`src/rtl/div_stall_unit.sv`:
```
// Iterative restoring divider for MIPS DIV/DIVU in the execute stage.
// Produces one quotient bit per cycle and requests a pipeline stall while
// busy. The result {HI, LO} = {remainder, quotient} is registered and
// presented with a single-cycle ready pulse. An exception flush (annul_i)
// abandons the operation at once and suppresses its ready pulse.
module div_stall_unit #(
  parameter int unsigned WIDTH = 32,
  parameter int unsigned ITER  = 32
) (
  input  logic               clk,
  input  logic               rst,
  input  logic               start_i,
  input  logic               signed_i,
  input  logic [WIDTH-1:0]   a_i,
  input  logic [WIDTH-1:0]   b_i,
  input  logic               annul_i,
  output logic               stall_o,
  output logic               ready_o,
  output logic [2*WIDTH-1:0] result_o
);

  localparam int unsigned CW = (ITER > 1) ? $clog2(ITER) : 1;

  localparam logic [1:0] IDLE = 2'd0;
  localparam logic [1:0] BUSY = 2'd1;
  localparam logic [1:0] DONE = 2'd2;

  localparam logic [CW-1:0] LAST = CW'(ITER - 1);

  // Control state
  logic [1:0]    state, state_next;
  logic [CW-1:0] cnt, cnt_next;

  // Datapath state: quo starts as |dividend| and fills with quotient bits
  // from the right as the dividend bits shift out of the top.
  logic [WIDTH-1:0]   quo, quo_next;
  logic [WIDTH-1:0]   rem, rem_next;
  logic [WIDTH-1:0]   dvs, dvs_next;
  logic               neg_q, neg_q_next;
  logic               neg_r, neg_r_next;
  logic [2*WIDTH-1:0] result, result_next;

  // Operand magnitudes and sign handling at acceptance
  logic             a_neg, b_neg;
  logic [WIDTH-1:0] a_mag, b_mag;
  logic             accept;
  logic             b_zero;

  // One restoring step
  logic [WIDTH:0]   shifted;
  logic [WIDTH:0]   diff;
  logic             fits;
  logic [WIDTH-1:0] rem_step;
  logic [WIDTH-1:0] quo_step;
  logic [WIDTH-1:0] q_final;
  logic [WIDTH-1:0] r_final;

  // Operand preparation: magnitudes for signed mode, raw values otherwise
  always_comb begin
    a_neg  = signed_i & a_i[WIDTH-1];
    b_neg  = signed_i & b_i[WIDTH-1];
    a_mag  = a_neg ? (~a_i + 1'b1) : a_i;
    b_mag  = b_neg ? (~b_i + 1'b1) : b_i;
    accept = (state == IDLE) && start_i && !annul_i;
    b_zero = (b_i == '0);
  end

  // Shift-subtract step and final sign correction of the step outputs
  always_comb begin
    shifted  = {rem, quo[WIDTH-1]};
    diff     = shifted - {1'b0, dvs};
    fits     = !diff[WIDTH];
    rem_step = fits ? diff[WIDTH-1:0] : shifted[WIDTH-1:0];
    quo_step = {quo[WIDTH-2:0], fits};
    // Quotient sign follows the XOR of operand signs; remainder follows
    // the dividend. The most-negative / -1 case wraps naturally.
    q_final  = neg_q ? (~quo_step + 1'b1) : quo_step;
    r_final  = neg_r ? (~rem_step + 1'b1) : rem_step;
  end

  // Next-state logic for control, datapath and result register
  always_comb begin
    state_next  = state;
    cnt_next    = cnt;
    quo_next    = quo;
    rem_next    = rem;
    dvs_next    = dvs;
    neg_q_next  = neg_q;
    neg_r_next  = neg_r;
    result_next = result;

    if (annul_i) begin
      state_next = IDLE;
      cnt_next   = '0;
    end else begin
      case (state)
        IDLE: begin
          if (accept) begin
            quo_next   = a_mag;
            rem_next   = '0;
            dvs_next   = b_mag;
            neg_q_next = a_neg ^ b_neg;
            neg_r_next = a_neg;
            cnt_next   = '0;
            if (b_zero) begin
              // Divide by zero: all-ones quotient, dividend as remainder
              result_next = {a_i, {WIDTH{1'b1}}};
              state_next  = DONE;
            end else begin
              state_next = BUSY;
            end
          end
        end
        BUSY: begin
          quo_next = quo_step;
          rem_next = rem_step;
          if (cnt == LAST) begin
            cnt_next    = '0;
            result_next = {r_final, q_final};
            state_next  = DONE;
          end else begin
            cnt_next = cnt + 1'b1;
          end
        end
        DONE: begin
          // Always retire; start_i still high here is the same instruction
          state_next = IDLE;
        end
        default: begin
          state_next = IDLE;
          cnt_next   = '0;
        end
      endcase
    end
  end

  // Control registers
  always_ff @(posedge clk) begin
    if (rst) begin
      state <= IDLE;
      cnt   <= '0;
    end else begin
      state <= state_next;
      cnt   <= cnt_next;
    end
  end

  // Datapath registers
  always_ff @(posedge clk) begin
    if (rst) begin
      quo   <= '0;
      rem   <= '0;
      dvs   <= '0;
      neg_q <= 1'b0;
      neg_r <= 1'b0;
    end else begin
      quo   <= quo_next;
      rem   <= rem_next;
      dvs   <= dvs_next;
      neg_q <= neg_q_next;
      neg_r <= neg_r_next;
    end
  end

  // Result register: only written on entry to DONE, untouched by annul
  always_ff @(posedge clk) begin
    if (rst) begin
      result <= '0;
    end else begin
      result <= result_next;
    end
  end

  // Outputs: stall covers the acceptance cycle and all of BUSY
  always_comb begin
    stall_o  = !annul_i && (((state == IDLE) && start_i) || (state == BUSY));
    ready_o  = (state == DONE) && !annul_i;
    result_o = result;
  end

endmodule

```
`config.mk`:
```
export PLATFORM = sky130hd
export DESIGN_NAME = div_stall_unit
export DESIGN_NICKNAME = d
export VERILOG_FILES = /design/src/rtl/div_stall_unit.sv
export SDC_FILE = /design/constraint.sdc
export NUM_CORES = 1
export LEC_CHECK = 0
export ABC_CLOCK_PERIOD_IN_PS = 5800
export CAP_MARGIN = 10
export CORE_ASPECT_RATIO = 1.4
export CORE_MARGIN = 10
export CORE_UTILIZATION = 45
export CTS_CLUSTER_DIAMETER = 40
export DETAILED_ROUTE_END_ITERATION = 6
export DONT_BUFFER_PORTS = 1
export MAX_ROUTING_LAYER = met4
export PLACE_DENSITY = 0.69
export SYNTH_ARGS = -nofsm -noshare
export SYNTH_HDL_FRONTEND = slang
export SYNTH_SLANG_ARGS = --single-unit
```
`constraint.sdc`:
```
create_clock -name clk -period 5.8 [get_ports clk]
set_clock_uncertainty 0.05 [all_clocks]
set_input_delay 1.45 -clock clk [delete_from_list [all_inputs] [get_ports clk]]
set_output_delay 1.45 -clock clk [all_outputs]
set_load 0.03 [all_outputs]
```
---- Yosys cells after proc, flatten, opt, wreduce, memory -nomap -nowiden ----
Cells that the tools add are included.
word-level totals
  word-level logic and storage cells ...... 65
  register bits after elaboration ......... 169
  bits of input ports ..................... 69
cells by class
  equal/unequal tests ..................... 6
  reduce and logical (&&, ||, !) cells .... 16
  muxes and demuxes ....................... 20
  bitwise logic cells ..................... 9
  add/subtract/negate cells ............... 6
operators by type and width
  operator                                                          count
  32-bit two-way mux                                                7
  64-bit two-way mux                                                3
  32-bit by 1-bit adder with 32-bit output (second input constant)  4
  32-bit inverter                                                   4
  32-bit one-hot mux with 2 select lines                            2
  64-bit one-hot mux with 2 select lines                            1
  33-bit by 32-bit subtractor with 33-bit output                    1
  32-bit zero test                                                  1
  5-bit one-hot mux with 3 select lines                             1
  5-bit two-way mux                                                 2
  2-bit two-way mux                                                 3
  2-bit inequality test (second input constant)                     3
  3-bit AND reduction                                               2
  5-bit by 1-bit adder with 5-bit output (second input constant)    1
  5-bit == test (second input constant)                             1
  5-bit AND reduction                                               1
  1-bit logical AND                                                 4
  2-bit one-hot mux with 2 select lines                             1
  2-bit AND reduction                                               2
  1-bit AND                                                         2
  2-bit by 1-bit == test with 1-bit output (second input constant)  1
  2-bit == test (second input constant)                             1
  1-bit zero test                                                   2
  2-bit zero test                                                   1
  5 further kinds                                                   6

---- Logic depth before layout (Yosys ltp) ----
Gate-level depths: netlist (run 1).
  depth in word-level cells ............... 7
  gate-level depth with buffers ........... 23

---- Worst setup path before layout (run 1) ----
No wires, ideal clock.
  path type ............................... register -> register
  from .................................... register quo[31]
  to ...................................... register result[60] (netlist: result_o[60])
  setup time .............................. 0.074 ns
  period minus slack after synthesis ...... 4.723 ns
  setup slack ............................. 1.077 ns
  arrival ................................. 4.599 ns
  stages on the path, launching flop included .. 24
  required time ........................... 5.676 ns
  path through ............................ dfxtp_1 -> inv_1 -> ha_1 -> fa_1 -> nand2b_1 -> a21oi_2 -> o211ai_2 -> a211oi_2 -> o21a_4 -> nor2_4 -> inv_1 -> buf_2 -> buf_2 -> buf_2 -> nor2_1 -> a21oi_1 -> ha_1 -> inv_1 -> nor2_1 -> a41oi_1 -> a21oi_1 -> nand3_1 -> or3_1 -> a31oi_1
on the way
  word-level cells in the longest chain between the ends .. 7
RTL lines
  what                                            RTL line  source
  start, declared                                 36        logic [WIDTH-1:0] quo, quo_next;
  start signal, assigned                          157       quo <= quo_next;
  33-bit by 32-bit subtractor with 33-bit output  71        diff = shifted - {1'b0, dvs};
  32-bit two-way mux (*)                          73        rem_step = fits ? diff[WIDTH-1:0] : shifted[WIDTH-1:0];
  32-bit inverter                                 78        r_final = neg_r ? (~rem_step + 1'b1) : rem_step;
  32-bit by 1-bit adder with 32-bit output        78
  32-bit two-way mux (*)                          78
  64-bit two-way mux (*)                          117       if (cnt == LAST) begin
  64-bit one-hot mux with 2 select lines (*)      96        case (state)
  end signal, assigned                            170       result <= result_next;
  end, declared                                   41        logic [2*WIDTH-1:0] result, result_next;
Mark *: on every way between the ends. The rest lies on a longest branch, timed or not. The select of a mux whose other input is x is not followed.
A chain may end at the register's enable or synchronous reset.

---- Worst setup path in the final report (run 1) ----
Ends and elaborated chain as after synthesis.

==> flow_summary.ini, run 1 <==
[setup_path]
critPathCaptureType = flop
crit_type = flop to flop
required_ps = 6130
worstPathMaxFanout = 12
slowest_stage = a21oi_1
start_kind = flop
cp_common_cell = inv_1
crit_chain = inv_1 > ha_1 > fa_1 > nand2b_1 > a21oi_2 > o211ai_2 > a211oi_2 > o21a_4 > nor2_4 > inv_1 > nor2_1 > a21oi_1 > ha_1 > inv_1 > nor2_1 > a41oi_1 > a21oi_1 > nand3_1 > or3_1 > a31oi_1
arrival_ps = 5450
slowest_delay_ps = 470
cp_top_family = compound AO/OA/AOI/OAI gates
crit_buf_inv = 3

[drt]
vias_per_cell = 6.21
firstDrtPassIters = 5
drt_wl_total_mm = 38.0
ant_nets = 0
vias = 11500
drc = 0
avgRoutedWirePerCell_um = 20.6
drt_iter0_markers = 741

[pwr]
netSwitchingFraction_pct = 31.7
p_leak_nw = 4.65
ir_worst_vdd_mv = 0.203
seqPwrFrac_pct = 43.2
cellPowerDensity_mw_per_mm2 = 225
combPwrFrac_pct = 18.1
p_int_mw = 1.94
total_power_mw = 2.84
power.switching_uw = 899
clkPwrFrac_pct = 38.7

[sta]
finalSetupViolations = 0
fmax_ghz = 0.195
hold_viol = 0
whs_ps = 405
fin_crit_sh_pct = 88.3
slew_headroom_pct = 27.2
worst_slew_pin_slew_ps = 1090
final-max-slew-violation-count = 0
timing.final.crit_period_ps = 5120
finalSetupTns_ps = 0
rsz0062_at_grt = false

[synth]
synth_top_area_cell = dfxtp_1
synth-main-ff-cell = dfxtp_1
synth_common_cells = 233 x nor2_1, 169 x dfxtp_1, 138 x nand2_1
async_reset_ff_share_pct = 0
yosysMostFrequentCell = nor2_1
ys_seq_area_share_pct = 28.3
yosysUniqueCellTypes = 88
synth_cells = 1578
synth_edf_count = 0
yosys_warnings = 0
ys_ff_latch = 169
synth_area_per_cell_um2 = 7.56
syn-cell-area_mm2 = 0.0119
syn_nets = 1686
synth.top_cell.area_share_pct = 28.3
yosys-top-cells-area = dfxtp_1 28%, nor2_1 7.3%, xor2_1 5.5%

[global_route]
grt_max_degree = 162
grt_usage_pct = 23.0
grt_first_pass_wirelength_mm = 59.8
grt_overflow = 0
antenna_found_initial = 1
grt_pass1_vias = 11000

[clock_tree]
post_cts_buffers = 0
ctsResizeCount = 0
cts-buffers-inserted = 17
cts_tree = done
htree_num_levels = 4
clkTransAtPathRegs_ps = 70
cts_root_buffer = clkbuf_16
insertion_delay_ps = 460
cts.path.max_buffers = 2
clock-sinks = 169
cts_hold_buffers = 0

[layout]
fill_cells = 2612
final_nets = 1616
syn_to_final_growth_pct = 5.72
drive_above_1_share_pct = 6.64

[floorplan]
die_h_um = 213
coreArea_mm2 = 0.0261
dieArea_mm2 = 0.0335
rows = 70
die_w_um = 158
initial_core_util_pct = 45.7
io_pins = 135

[placement]
io_buffers = 0
dp_hpwl_mm = 28.9
gp_congestion = 0.966

[min_path]
hold_class = flop to flop

[run_status]
status = completed

[flow_run]
maxCapViolCount = 0
per-layer routing:
layer	routed length (um)	up-vias	GRT usage [%]
li1	-	5602	-
met4	2150	0	12.8
met2	18000	429	37.8
met1	14800	5323	25.2
met3	3080	105	5.38
met5	0	-	-
final cells by class:
class	instances	area, um2	area share, %
diodes	1	2.50	0.0198
clock buffers	18	429	3.40
clock inverters	14	119	0.942
inverters	55	206	1.64
multi-input cells	1249	7950	63.0
flip-flops and latches	169	3380	26.8
well taps	324	405	3.21
repair buffers	16	120	0.952
tightest hold or removal path, stage by stage (launching register included):
cell	delay [ps]
dfxtp_1	310
nand2_1	50
a21oi_1	50
state kept, by name, indices dropped and copies added, names as in the netlist:
| signal | flops |
|---|---|
| quo | 32 |
| rem | 32 |
| state | 2 |
| result_o | 64 |
| cnt | 5 |
| neg_r | 1 |
| dvs | 32 |
| neg_q | 1 |
metrics by stage:
| step | std cells | utilization (%) | area [um2] | worst slack (ps) |
|---|---|---|---|---|
| 2_1_floorplan | 1578 | - | 11900 | 1080 |
| 3_3_place_gp | 1813 | 46.2 | 12100 | 995 |
| 3_5_place_dp | 1813 | 46.2 | 12100 | 785 |
| 4_1_cts | 1845 | 48.3 | 12600 | 744 |
| 5_1_grt | 1846 | 48.3 | 12600 | 264 |
| 6_report | 1846 | 48.3 | 12600 | 678 |
worst paths after layout:
check	endpoint	cells past startpoint	slack, ps	from
max	result_o[60]	20	680	quo[31]
max reg2reg	result_o[60]	20	680	quo[31]
min	dvs[22]	2	410	dvs[22]
min reg2reg	dvs[22]	2	410	dvs[22]
placed cells by master (no fill, tap or decap), types with 17 or more instances in the layout:
cell       instances
a211oi_1          63
a21oi_1          117
a22oi_1           19
a311oi_1          24
a31oi_1           19
clkbuf_16         17
dfxtp_1          169
ha_1              38
inv_1             54
mux2i_1           22
nand2_1          137
nand3_1           28
nor2_1           232
nor3_1            46
nor4_1            19
o211ai_1          17
o21ai_0           72
o22ai_1           18
o31ai_1           28
or3_1             21
xnor2_1           57
xor2_1            75
logic make-up after synthesis:
kind of cell	synth area share [%]
multiplexers	2.44
buffers and inverters	5.31
adder cells (fa/ha/maj)	4.15
XOR/XNOR	9.69
AO/OA/AOI/OAI	28.0
AND/OR/NAND/NOR	22.0
flip-flops	28.3
power groups by stage:
stage | Combinational [mW] | Clock (mW) | Sequential, mW
after global placement | 0.502 | 0 | 1.25
after global routing | 0.569 | 1.16 | 1.23
after CTS | 0.509 | 1.11 | 1.23
after floorplan | 0.424 | 0 | 1.24
final | 0.512 | 1.10 | 1.23
after detailed placement | 0.506 | 0 | 1.25
Note: power is estimated with default switching activity, not from simulation.
==> run 2: changes to the inputs <==
ABC_CLOCK_PERIOD_IN_PS = 4300   (was 5800)
PLACE_DENSITY = 0.71   (was 0.69)
clock period = 4.3 ns   (was 5.8 ns; I/O delays follow)
==> run 2 against run 1 <==
The flow now finishes with violations (DRC). Sequential cell count stayed put. First-iteration DRC count rose by 35%. Utilization increased by 1.7 points.
==> flow_summary.ini, run 2 (synthesis gave the netlist of run 1 again) <==
[run_status]
status = finished with violations
violations = DRC

[clock_tree]
cts.path.max_buffers = 2
clkTransAtPathRegs_ps = 70
insertion_delay_ps = 440
htree_num_levels = 4
cts-buffers-inserted = 17
cts_tree = done
clock-sinks = 169
cts_root_buffer = clkbuf_16

[drt]
avgRoutedWirePerCell_um = 20.6
firstDrtPassIters = 7
vias = 11700
drc = 2
ant_nets = 0
drt_iter0_markers = 1001
vias_per_cell = 6.21
drt_wl_total_mm = 38.7

[sta]
fmax_ghz = 0.244
final-max-slew-violation-count = 0
timing.final.crit_period_ps = 4090
slew_headroom_pct = 28.5
worst_slew_pin_slew_ps = 1070
hold_viol = 0
finalSetupViolations = 0
layout_setup_ws_ps = 205
finalSetupTns_ps = 0
fin_crit_sh_pct = 95.2

[floorplan]
die_w_um = 158
rows = 70
initial_core_util_pct = 45.7
io_pins = 135
die_h_um = 213
dieArea_mm2 = 0.0335
coreArea_mm2 = 0.0261

[layout]
drive_above_1_share_pct = 9.62
syn_to_final_growth_pct = 9.48
final_nets = 1655
regArea_mm2 = 0.00338
stdcell_area_mm2 = 0.0131
antenna_cells = 0
fin_util_pct = 50.1
fill_cells = 2569
mostFrequentLayoutCells = 232 x nor2_1, 169 x dfxtp_1, 137 x nand2_1, 114 x a21oi_1, 75 x xor2_1
mostFrequentLayoutCell = nor2_1
multiInputGateArea_mm2 = 0.00802
largest_register_ffs = 64

[setup_path]
crit_chain = inv_1 > ha_1 > fa_2 > nand2b_4 > a21oi_2 > o211ai_2 > a211oi_4 > nor3_4 > nor2_4 > buf_12 > mux2_4 > a2111oi_4 > buf_4 > a41oi_1 > xnor2_1 > a211oi_1
arrival_ps = 4380
reg2reg_from = quo[31]
rrSetupSlack_ps = 210
crit_type = flop to flop
slowest_delay_ps = 420
worstPathMaxFanout = 25
r2r_cells = 16
cp_top_family = compound AO/OA/AOI/OAI gates
critPathCaptureType = flop
slowest_stage = a2111oi_4
required_ps = 4590
crit_buf_inv = 3
start_kind = flop
regToRegEndpoint = result_o[63]

[placement]
gp_congestion = 0.968
dpl_cell_area_mm2 = 0.0124
dp_slack_ps = 142
dp_hpwl_mm = 29.3
io_buffers = 0

[flow_run]
maxCapViolCount = 0

[global_route]
grt_overflow = 0
grt_pass1_vias = 11100
antenna_found_initial = 0
grt_first_pass_wirelength_mm = 60.2
grt_max_degree = 162
grt_usage_pct = 23.2

[pwr]
ir_worst_vdd_mv = 0.289
cellPowerDensity_mw_per_mm2 = 299
p_leak_nw = 4.88

[min_path]
holdPathEnd = dvs[31]
min_path_cells = 2
min-delay-start = dvs[31]
hold_class = flop to flop
## run 2: cell types whose count changed in the layout (fill, tap and decap cells not counted), sizes merged
cell / previous run / this run
buf: 16 / 54
clkinv: 9 / 6
inv: 58 / 60
bufinv: 0 / 1
clkbuf: 18 / 19
diode: 1 / 0
## run 2: timing repair
item / 4_1_cts / 5_1_grt
setup buffers: 0 / 3
hold buffers: 0 / 0
gates resized for setup: 0 / 6
endpoints found under the setup margin: 0 / 11
## run 2: worst max-delay path by stage
stage	startpoint	end	slack [ps]	cells after the start
after floorplan	quo[31]	result_o[60]	30	23
after global placement	rem[24]	result_o[57]	240	13
after detailed placement	b_i[3]	result_o[62]	140	12
after CTS	quo[31]	result_o[62]	150	20
after global routing	quo[31]	result_o[62]	-30	20
final	quo[31]	result_o[63]	210	16
## run 2: routing by layer
metal,global-route usage [%],share of wire (%)
met5,-,0
met4,12.6,5.5
met3,4.61,7.7
met2,37.9,47
met1,26.2,39
## run 2: area by class of cell
type | count | share of cell area [%]
clock buffers | 18 | 3.28
clock inverters | 14 | 1.06
inverters | 55 | 1.60
multi-input cells | 1249 | 61.4
flip-flops and latches | 169 | 25.9
well taps | 324 | 3.10
repair buffers | 55 | 3.68
## run 2: stage by stage
step	cells	hold WS, ps	power, mW
floorplan	1578	382	2.25
global placement	1848	389	2.39
detailed placement	1848	395	2.40
CTS	1880	403	3.91
global route	1884	421	4.08
finish	1884	406	3.91
## run 2: tightest hold or removal path, delay by kind of cell, from the launching register on
kind | cells | cell delay [ps]
compound gates | 1 | 50
flops | 1 | 310
simple gates | 1 | 50
## run 2: where the power goes
| part | switching [mW] | internal [mW] |
|---|---|---|
| sequential | 0.0444 | 1.61 |
| combinational | 0.453 | 0.283 |
| clock | 0.708 | 0.813 |
